[config.mk]
export PLATFORM = sky130hd
export DESIGN_NAME = matrix_to_byte
export DESIGN_NICKNAME = d
export VERILOG_FILES = /design/src/rtl/aes_io_pkg.sv /design/src/rtl/matrix_to_byte.sv
export SDC_FILE = /design/constraint.sdc
export NUM_CORES = 1
export LEC_CHECK = 0
export CAP_MARGIN = 20
export CORE_AREA = 5 5 117 119
export DETAILED_ROUTE_END_ITERATION = 8
export DIE_AREA = 0 0 122 124
export GPL_ROUTABILITY_DRIVEN = 0
export GPL_TIMING_DRIVEN = 0
export PLACE_DENSITY = 0.8
export REMOVE_ABC_BUFFERS = 1
export SKIP_CTS_REPAIR_TIMING = 1
export SYNTH_ARGS = -nofsm -noshare
export SYNTH_HDL_FRONTEND = slang
export SYNTH_SLANG_ARGS = --single-unit
export TNS_END_PERCENT = 20
[constraint.sdc]
create_clock -name clk -period 1.8 [get_ports clk]
set_clock_uncertainty 0.15 [all_clocks]
set_input_delay 0.36 -clock clk [delete_from_list [all_inputs] [get_ports clk]]
set_output_delay 0.36 -clock clk [all_outputs]
set_load 0.005 [all_outputs]
[src/rtl/aes_io_pkg.sv]
// Shared definitions for the matrix<->byte serialiser/deserialiser pair.
// Latency: n/a (package only).
// Backpressure: n/a (package only).
package aes_io_pkg;

    // Default frame size in 32-bit words and bytes per word.
    localparam int WORDS_NUM_DEF  = 4;
    localparam int BYTES_PER_WORD = 4;

    // Transmit/receive FSM encoding; the receiver relies on the same values.
    typedef enum logic {
        IDLE = 1'b0,
        SEND = 1'b1
    } io_state_e;

    // Number of bytes in a frame of the given word count.
    function automatic int frame_bytes(input int words);
        return words * BYTES_PER_WORD;
    endfunction

endpackage

[src/rtl/matrix_to_byte.sv]
// Serialises a frame of 32-bit words into bytes, in0[31:24] first, in3[7:0] last.
// Latency: first byte valid the cycle after the load handshake; one idle bubble between frames.
// Backpressure: byte_ready low holds byte_out/byte_last/counter; load_ready low for the whole frame.
module matrix_to_byte
    import aes_io_pkg::*;
#(
    parameter int WORDS_NUM = WORDS_NUM_DEF
) (
    input  logic        clk,
    input  logic        rst,
    input  logic [31:0] in0,
    input  logic [31:0] in1,
    input  logic [31:0] in2,
    input  logic [31:0] in3,
    input  logic        load_valid,
    output logic        load_ready,
    output logic [7:0]  byte_out,
    output logic        byte_valid,
    input  logic        byte_ready,
    output logic        byte_last
);

    localparam int FRAME_BYTES = frame_bytes(WORDS_NUM);
    localparam int FRAME_W     = FRAME_BYTES * 8;
    localparam int CNT_W       = $clog2(FRAME_BYTES);
    localparam logic [CNT_W-1:0] LAST_CNT = CNT_W'(FRAME_BYTES - 1);

    io_state_e          state_q, state_d;
    logic [FRAME_W-1:0] shift_q, shift_d;
    logic [CNT_W-1:0]   cnt_q,   cnt_d;
    logic [FRAME_W-1:0] load_frame;

    // The four input words always occupy the top of the frame, so the first
    // byte out is in0[31:24] regardless of the configured frame length.
    generate
        if (FRAME_W == 128) begin : g_frame_exact
            assign load_frame = {in0, in1, in2, in3};
        end else if (FRAME_W > 128) begin : g_frame_pad
            assign load_frame = {in0, in1, in2, in3, {(FRAME_W-128){1'b0}}};
        end else begin : g_frame_trunc
            logic [127:0] words_all;
            assign words_all  = {in0, in1, in2, in3};
            assign load_frame = words_all[127 -: FRAME_W];
        end
    endgenerate

    // Outputs come straight from registered state: no input-to-output paths.
    assign load_ready = (state_q == IDLE);
    assign byte_valid = (state_q == SEND);
    assign byte_last  = (state_q == SEND) && (cnt_q == LAST_CNT);
    assign byte_out   = shift_q[FRAME_W-1 -: 8];

    // Next-state: load on the idle handshake, shift out one byte per sink handshake.
    always_comb begin
        state_d = state_q;
        shift_d = shift_q;
        cnt_d   = cnt_q;
        case (state_q)
            IDLE: begin
                // byte_ready is deliberately not looked at while idle.
                if (load_valid) begin
                    shift_d = load_frame;
                    cnt_d   = '0;
                    state_d = SEND;
                end
            end
            SEND: begin
                // load_valid is ignored here; the frame in flight is never replaced.
                if (byte_ready) begin
                    // Zero fill leaves byte_out at 0x00 once the frame has drained.
                    shift_d = {shift_q[FRAME_W-9:0], 8'h00};
                    if (cnt_q == LAST_CNT) begin
                        cnt_d   = '0;
                        state_d = IDLE;
                    end else begin
                        cnt_d = cnt_q + 1'b1;
                    end
                end
            end
            default: begin
                state_d = IDLE;
            end
        endcase
    end

    // State registers; reset wins over any handshake and drops a partial frame.
    always_ff @(posedge clk) begin
        if (rst) begin
            state_q <= IDLE;
            shift_q <= '0;
            cnt_q   <= '0;
        end else begin
            state_q <= state_d;
            shift_q <= shift_d;
            cnt_q   <= cnt_d;
        end
    end

endmodule
==> impl_metrics.ini, run 1 <==
[grt]
grt_pass1_vias = 4567
globalRouteTotalUtil = 0.175
global_route.overflow_total = 0
first_pass_grt_wire_length_um = 21300
antenna_found_initial = 0
grt_start_max_net_pins = 135

[floorplanning]
die_area_um2 = 15100
chip_width_um = 122
num_rows = 41
top_level_ports = 143
area_of_the_core_region_um2 = 12500
initial_core_util = 0.503
y_dimension_of_the_die_um = 124

[finish]
layout-drive-gt1-share = 0.198
fill_cell_total_of_the_finished_layout = 934
nets = 844
insertedDiodeCount = 0
syn_to_final_growth_pct = 35.5
fin_util = 0.681

[drt]
ant_nets = 0
route.vias.total = 4872
drt_pass1_iterations = 4
wl_per_cell_um = 16.9
route.detailed.drc = 0
total_routed_wirelength_um = 15100
routed_via_density = 5.44
drtIter0Drc = 272

[pwr]
power_switching_mw = 2.07
fin_total_pwr_mw = 8.51
clk_network_pwr_share = 0.432
power_switching_share = 0.244
power_report.internal_total_mw = 6.43
seq_power_share = 0.395
vdd.ir_drop.worst_mv = 0.683
power-per-cell-area_nw_per_um2 = 1000
p_comb_frac = 0.173
p_leak_nw = 3.29

[min_path]
hold-path-endpoint = shift_q[3]
hold_class = primary input to register
source_of_the_worst_hold_timing_path = rst
hold_path_depth = 2

[critical_path]
worstSetupStartpointType = register
worst_r2r_endpoint = shift_q[109]
regToRegStartpoint = byte_valid
critPathRequiredTime_ns = 1.29
reg2reg_slack_ns = -0.02
cp_data_arrival_time_ns = 1.43
crit_path_max_fo = 4
worst-r2r-cell-count = 3
worst-setup-path-type = register to output pin
worst_setup_path_end_kind = output pin

[logic_synthesis]
synth.lib_cells_used.distinct = 28
synth_seq_area_share = 0.425
yosys.cell_count.top_type = dfxtp_1
yosysTopAreaCellShare = 0.425
total_of_flip_flops_plus_latches_after_synthesis = 133
synth.cell_area_um2 = 6260
post_synth_main_area_contributors = dfxtp_1, mux2i_1, a211oi_2, nor2_1, a211oi_1
synth_async_sr_flop_share = 0
ys_top_cells_by_count = dfxtp_1, nor2_1, mux2i_1
synth.yosys.warnings = 0
postSynthCellCount = 599
top_ff_cell_synth = dfxtp_1
synthDominantAreaCellType = dfxtp_1
synth_area_per_cell_um2 = 10.5
synth-edff-count = 0

[clock_tree]
worstSkewPairLatency_ns = 0.41
clock_tree.buffer_depth = 2
htree_num_levels = 4
tritoncts = done
clock_slew_at_the_register_clock_pins_of_the_worst_setup_and_hold_paths_ns = 0.06
cts.root.buffer_cell = clkbuf_16
cts_inserted_buffers = 17
clock_sinks = 133

[sta]
final_period_minus_worst_setup_slack_ns = 1.94
rsz0062_at_grt = yes
final_sum_of_negative_setup_slack_ns = -0.156
fin_crit_sh = 1.08
report.final.hold_viol_count = 0
postLayoutSetupSlackWorst_ns = -0.136
actual_transition_at_the_worst_max_transition_pin_ns = 0.739
setup_viol_count_final = 2
slew_limit_headroom = 0.507
achievable-frequency_mhz = 517
final_max_slew_viol_count = 0

[status]
outcome = complete, but fails checks
violations = setup timing

[flow_run]
maxCapViolCount = 0

[placed_design]
dp_hpwl_um = 8840
buffer_ports.inserted = 142
## worst max-delay path: stages, from the launching register on
cell and delay [ns]:
dfxtp_1 0.38, ha_2 0.21, nand3_2 0.13, nor2_2 0.14, clkbuf_2 0.15
## through the flow
step / setup WS, ns / hold slack [ns] / cell area, µm² / std cells
after floorplan: -5.14 / 0.275 / 5850 / 534
after global placement: -6.74 / 0.315 / 7480 / 848
after detailed placement: -0.933 / 0.337 / 7610 / 852
after CTS: -0.808 / 0.266 / 8240 / 884
after global routing: -0.180 / 0.294 / 8490 / 896
final: -0.136 / 0.269 / 8490 / 896
## layout make-up
class / count / area (µm²) / share of cell area
tap: 172 / 215 / 0.0253
sequential: 133 / 2670 / 0.314
clock buffer: 22 / 484 / 0.0570
clock inverter: 10 / 150 / 0.0177
multi-input combinational: 402 / 3290 / 0.388
timing repair buffer: 156 / 1680 / 0.198
inverter: 1 / 3.75 / 0.000442
## kinds of logic after synthesis
family | synth area share
and+or+nand+nor | 0.0893
buffers and inverters | 0.0673
muxes | 0.196
xor gates and xnor gates | 0.00140
adders and majority gates | 0.00200
AOI/OAI and AO/OA | 0.219
DFF | 0.425
## worst max path at each step
stage                    to  cells past startpoint        from  slack [ns]
2_1_floorplan  shift_q[100]                      3  byte_valid       -5.14
3_3_place_gp   shift_q[127]                      2  byte_valid       -6.74
3_5_place_dp   shift_q[104]                      5  byte_ready       -0.93
4_1_cts         shift_q[71]                      4  byte_valid       -0.81
5_1_grt           byte_last                      4    cnt_q[1]       -0.18
6_report          byte_last                      4    cnt_q[1]       -0.14
## power by group through the flow
stage	sequential, mW	clock, mW	combinational (mW)
finish	3.36	3.68	1.47
global route	3.39	3.88	1.59
CTS	3.37	3.73	1.36
detailed placement	3.44	0	1.34
global placement	3.49	0	1.36
floorplan	3.45	0	0.844
## layer usage
metal  GRT usage  wire length (µm)
met1       0.213              6460
met2       0.292              7550
met3      0.0563               921
met4      0.0637               174
met5           0                 0
## flip-flops by register name, indices dropped and copies added (netlist names)
signal / cells
shift_q: 128
cnt_q: 4
byte_valid: 1
## placed cells by master, fill, tap and decap left out, types with 2 or more instances in the layout
master | netlist | final
clkdlybuf4s50_1 | 0 | 133
nand3_1 | 3 | 2
mux2_8 | 0 | 2
a211oi_2 | 78 | 87
a22oi_1 | 8 | 8
bufinv_16 | 0 | 4
a21oi_1 | 2 | 2
clkbuf_8 | 0 | 4
buf_4 | 12 | 5
dlymetal6s2s_1 | 0 | 7
nand2_1 | 5 | 5
clkinv_2 | 0 | 6
clkbuf_2 | 0 | 2
clkbuf_16 | 0 | 20
buf_16 | 0 | 4
a211oi_1 | 42 | 33
mux2i_1 | 121 | 120
dfxtp_1 | 133 | 131
nor2_1 | 130 | 129
Power figures use the tool's default switching activity.
==> run 2, diff against run 1 <==
Settings changed: CORE_AREA 5 5 117 119 to 5 5 114 116, DIE_AREA 0 0 122 124 to 0 0 119 121, PLACE_DENSITY 0.8 to 0.84.
Clock period 1.8 ns to 2.3 ns, I/O delays scaled along.
==> run 2 against run 1 <==
The run still ends with setup timing left. Worst setup slack improved by 0.083 ns. Register-to-register slack improved by 0.23 ns. Design area down 1.8%. Flip-flop and latch count unchanged. Non-clock buffer count down 4. Core utilization grew 2.5 points. Wire length fell by 2.8%. Die area down 4.8%. Total power decreased by 22%. Sequential power down 22%. First-iteration DRC count up 7.4%. Critical path type unchanged.
==> impl_metrics.ini, run 2 (synthesis results as in run 1) <==
[status]
outcome = complete, but fails checks
violations = setup timing

[placed_design]
detailed_place.area_um2 = 7580
buffer_ports.inserted = 142
dp_hpwl_um = 8780

[grt]
antenna_found_initial = 0
globalRouteTotalUtil = 0.188
first_pass_grt_wire_length_um = 22200
global_route.overflow_total = 0
grt_start_max_net_pins = 139
grt_pass1_vias = 4835

[finish]
insertedDiodeCount = 0
largest_register_ff_count = 128
layout-drive-gt1-share = 0.175
syn_to_final_growth_pct = 33.1
nets = 839
fill_cell_total_of_the_finished_layout = 856
final_design_area_no_fill_um2 = 8340
mostFrequentLayoutCell = clkdlybuf4s50_1
registers.top_by_ff_count = shift_q
layout.cells.most_common_list = clkdlybuf4s50_1, dfxtp_1, nor2_1, mux2i_1, a211oi_2
fin_util = 0.706

[pwr]
seq_power_share = 0.394
vdd.ir_drop.worst_mv = 0.486
power-per-cell-area_nw_per_um2 = 801
clk_network_pwr_share = 0.439
p_comb_frac = 0.167
power_switching_mw = 1.63
power_report.internal_total_mw = 5.05
power_switching_share = 0.244
p_leak_nw = 3.15

[critical_path]
regToRegStartpoint = byte_valid
cp_data_arrival_time_ns = 1.74
worst-r2r-cell-count = 4
timing.critical_path.from = cnt_q[1]
worst-setup-path-type = register to output pin
worst_setup_path_end_kind = output pin
worstSetupStartpointType = register
crit_path_max_fo = 4
critPathRequiredTime_ns = 1.69

[clock_tree]
tritoncts = done
htree_num_levels = 4
cts_inserted_buffers = 17
clock_slew_at_the_register_clock_pins_of_the_worst_setup_and_hold_paths_ns = 0.06
cts.root.buffer_cell = clkbuf_16
clock_sinks = 133
clock_tree.buffer_depth = 2
worstSkewPairLatency_ns = 0.41

[flow_run]
maxCapViolCount = 0

[sta]
final_sum_of_negative_setup_slack_ns = -0.0524
actual_transition_at_the_worst_max_transition_pin_ns = 0.963
slew_limit_headroom = 0.340
postLayoutSetupSlackWorst_ns = -0.0524
report.final.hold_viol_count = 0
setup_viol_count_final = 1
final_max_slew_viol_count = 0
achievable-frequency_mhz = 425
rsz0062_at_grt = yes
final_period_minus_worst_setup_slack_ns = 2.35
fin_crit_sh = 1.02

[drt]
drt_pass1_iterations = 4
ant_nets = 0
wl_per_cell_um = 16.9
route.vias.total = 4814
route.detailed.drc = 0
total_routed_wirelength_um = 14700
drtIter0Drc = 292
routed_via_density = 5.56

[floorplanning]
area_of_the_core_region_um2 = 11800
initial_core_util = 0.530
num_rows = 40
die_area_um2 = 14400
chip_width_um = 119
top_level_ports = 143
y_dimension_of_the_die_um = 121

[min_path]
source_of_the_worst_hold_timing_path = cnt_q[0]
hold_class = register to register
hold_path_depth = 2
run 2: stage by stage:
step	worst slack, ns	hold slack (ns)	power, mW	std cells
after floorplan	-4.64	0.298	3.36	534
after global placement	-6.22	0.314	3.79	823
after detailed placement	-0.601	0.321	3.74	827
after CTS	-0.329	0.349	6.69	859
after global routing	-0.118	0.356	6.96	866
final	-0.0524	0.339	6.67	866
run 2: path summary, 6_finish.rpt:
check / end / slack, ns
setup / recovery: byte_last / -0.05
hold / removal: cnt_q[0] / 0.34
setup reg to reg: shift_q[127] / 0.21
hold reg to reg: cnt_q[0] / 0.34
run 2: power groups by stage:
stage               clock (mW)  combinational (mW)  sequential [mW]
floorplan                    0               0.660             2.70
global placement             0                1.06             2.73
detailed placement           0                1.05             2.69
CTS                       2.98                1.06             2.64
global route              3.10                1.22             2.65
finish                    2.93                1.12             2.63
run 2: layout make-up:
cell class	count	area [µm²]	share of cell area
multi-input cells	401	3210	0.386
inverters	1	3.75	0.000450
clock buffers	19	443	0.0531
well taps	147	184	0.0221
repair buffers	152	1620	0.194
clock inverters	13	204	0.0245
flip-flops and latches	133	2670	0.320
run 2: per-layer routing:
metal	share of wire	track usage
met4	0.020	0.0833
met1	0.44	0.224
met5	0	0
met2	0.50	0.312
met3	0.048	0.0569
run 2: critical path: stages (launching register included):
cell,delay [ns]
dfxtp_1,0.36
ha_2,0.21
nand3_2,0.13
nor2_1,0.12
clkdlybuf4s50_1,0.51
==> run 3, diff against run 2 <==
Clock period 2.3 ns to 2.8 ns, I/O delays scaled along.
==> run 3 against run 2 <==
The run now ends clean. Register-to-register slack better by 0.04 ns. Wire length is 9.8% lower. Clock power is 18% lower. Design area is 1.3% lower.
==> impl_metrics.ini, run 3 (synthesis results as in run 1) <==
[sta]
achievable-frequency_mhz = 368
actual_transition_at_the_worst_max_transition_pin_ns = 0.959
final_period_minus_worst_setup_slack_ns = 2.72
setup_viol_count_final = 0
final_hold_slack_ns = 0.346
report.final.hold_viol_count = 0
final_max_slew_viol_count = 0
fin_crit_sh = 0.971
postLayoutSetupSlackWorst_ns = 0.0816
slew_limit_headroom = 0.343
rsz0062_at_grt = no

[drt]
wl_per_cell_um = 15.4
total_routed_wirelength_um = 13200
route.detailed.drc = 0
route.vias.total = 4690
ant_nets = 0
routed_via_density = 5.46
drt_pass1_iterations = 4
drtIter0Drc = 261

[placed_design]
buffer_ports.inserted = 142
pre_cts_slack_ns = -0.201
dp_hpwl_um = 8780
placed_cells = 827

[finish]
syn_to_final_growth_pct = 31.3
layout-drive-gt1-share = 0.163
mostFrequentLayoutCell = clkdlybuf4s50_1
registers.top_by_ff_count = shift_q
fin_util = 0.696
nets = 832
layout.cells.most_common_list = clkdlybuf4s50_1, dfxtp_1, nor2_1, mux2i_1, a211oi_2
insertedDiodeCount = 0
instances_no_fill = 859
largest_register_ff_count = 128

[grt]
grt.busiest_layer = met2
antenna_found_initial = 0
grt_start_max_net_pins = 139
grt.met2_usage = 0.312
first_pass_grt_wire_length_um = 22200
grt_util_met3 = 0.0569
globalRouteTotalUtil = 0.188
met1_usage = 0.224
grt_pass1_vias = 4835
global_route.overflow_total = 0

[critical_path]
worst-setup-path-type = register to output pin
worst_setup_path_end_kind = output pin
crit_path_max_fo = 49
worst_r2r_endpoint = shift_q[127]
timing.critical_path.slowest_stage_cell = dfxtp_4
worst_path_dominant_cell_family = buffers and inverters
cp_data_arrival_time_ns = 2.01
reg2reg_slack_ns = 0.25
timing.critical_path.from = byte_valid
worstSetupStartpointType = register
cp.buffers_inverters = 2
worst-r2r-cell-count = 4
regToRegStartpoint = byte_valid
critPathRequiredTime_ns = 2.09
cp_max_stage_delay_ns = 0.62
cp_cell_sequence = buf_16, clkdlybuf4s50_1

[floorplanning]
area_of_the_core_region_um2 = 11800
die_area_um2 = 14400
initial_core_util = 0.530
num_rows = 40
y_dimension_of_the_die_um = 121
top_level_ports = 143
chip_width_um = 119

[pwr]
clk_network_pwr_share = 0.442
power-per-cell-area_nw_per_um2 = 661
power_report.internal_total_mw = 4.13
p_leak_nw = 3.10
power_switching_share = 0.241
power_switching_mw = 1.31
fin_total_pwr_mw = 5.44
p_comb_frac = 0.159
seq_power_share = 0.398
vdd.ir_drop.worst_mv = 0.390

[min_path]
hold_class = register to register
source_of_the_worst_hold_timing_path = shift_q[17]
hold-path-endpoint = shift_q[17]
hold_path_depth = 2

[clock_tree]
clock_tree.buffer_depth = 2
cts_inserted_buffers = 17
tritoncts = done
worstSkewPairLatency_ns = 0.41
clock_sinks = 133
clock_slew_at_the_register_clock_pins_of_the_worst_setup_and_hold_paths_ns = 0.06
htree_num_levels = 4
cts.root.buffer_cell = clkbuf_16

[status]
outcome = finished, final reports clean

[flow_run]
maxCapViolCount = 0
[run 3: layout make-up]
| type | instances | area, µm² |
|---|---|---|
| clock buffers | 19 | 443 |
| clock inverters | 13 | 204 |
| fillers | 873 | 3590 |
| inverters | 1 | 3.75 |
| multi-input cells | 400 | 3190 |
| flip-flops and latches | 133 | 2670 |
| well taps | 147 | 184 |
| repair buffers | 146 | 1530 |
[run 3: worst max path at each step]
stage,endpoint,cells after the start
2_1_floorplan,shift_q[100],3
3_3_place_gp,shift_q[119],2
3_5_place_dp,shift_q[127],5
4_1_cts,byte_valid,2
5_1_grt,byte_valid,2
6_report,byte_valid,2
[run 3: metrics by stage]
step / area [µm²] / setup TNS (ns)
finish: 8230 / 0
global route: 8230 / 0
detailed placement: 7580 / -6.80
CTS: 8230 / 0
global placement: 7450 / -760.19
floorplan: 5850 / -542.30
[run 3: power by group through the flow]
| stage | clock (mW) | combinational (mW) | sequential [mW] |
|---|---|---|---|
| CTS | 2.45 | 0.873 | 2.17 |
| detailed placement | 0 | 0.866 | 2.21 |
| global placement | 0 | 0.872 | 2.24 |
| global route | 2.54 | 0.950 | 2.19 |
| finish | 2.40 | 0.866 | 2.17 |
| floorplan | 0 | 0.542 | 2.22 |
[run 3: worst register-to-register path, cell delays in order, from the launching register on]
cell	delay, ns
dfxtp_4	0.62
mux2_8	0.69
buf_16	0.52
nor2_1	0.18
a211oi_1	0.29
[run 3: layer usage]
| metal | wire (µm) | vias to the layer above |
|---|---|---|
| met5 | 0 | - |
| met4 | 304 | 0 |
| met3 | 685 | 23 |
| met2 | 6470 | 122 |
| met1 | 5770 | 2174 |
| li1 | - | 2371 |
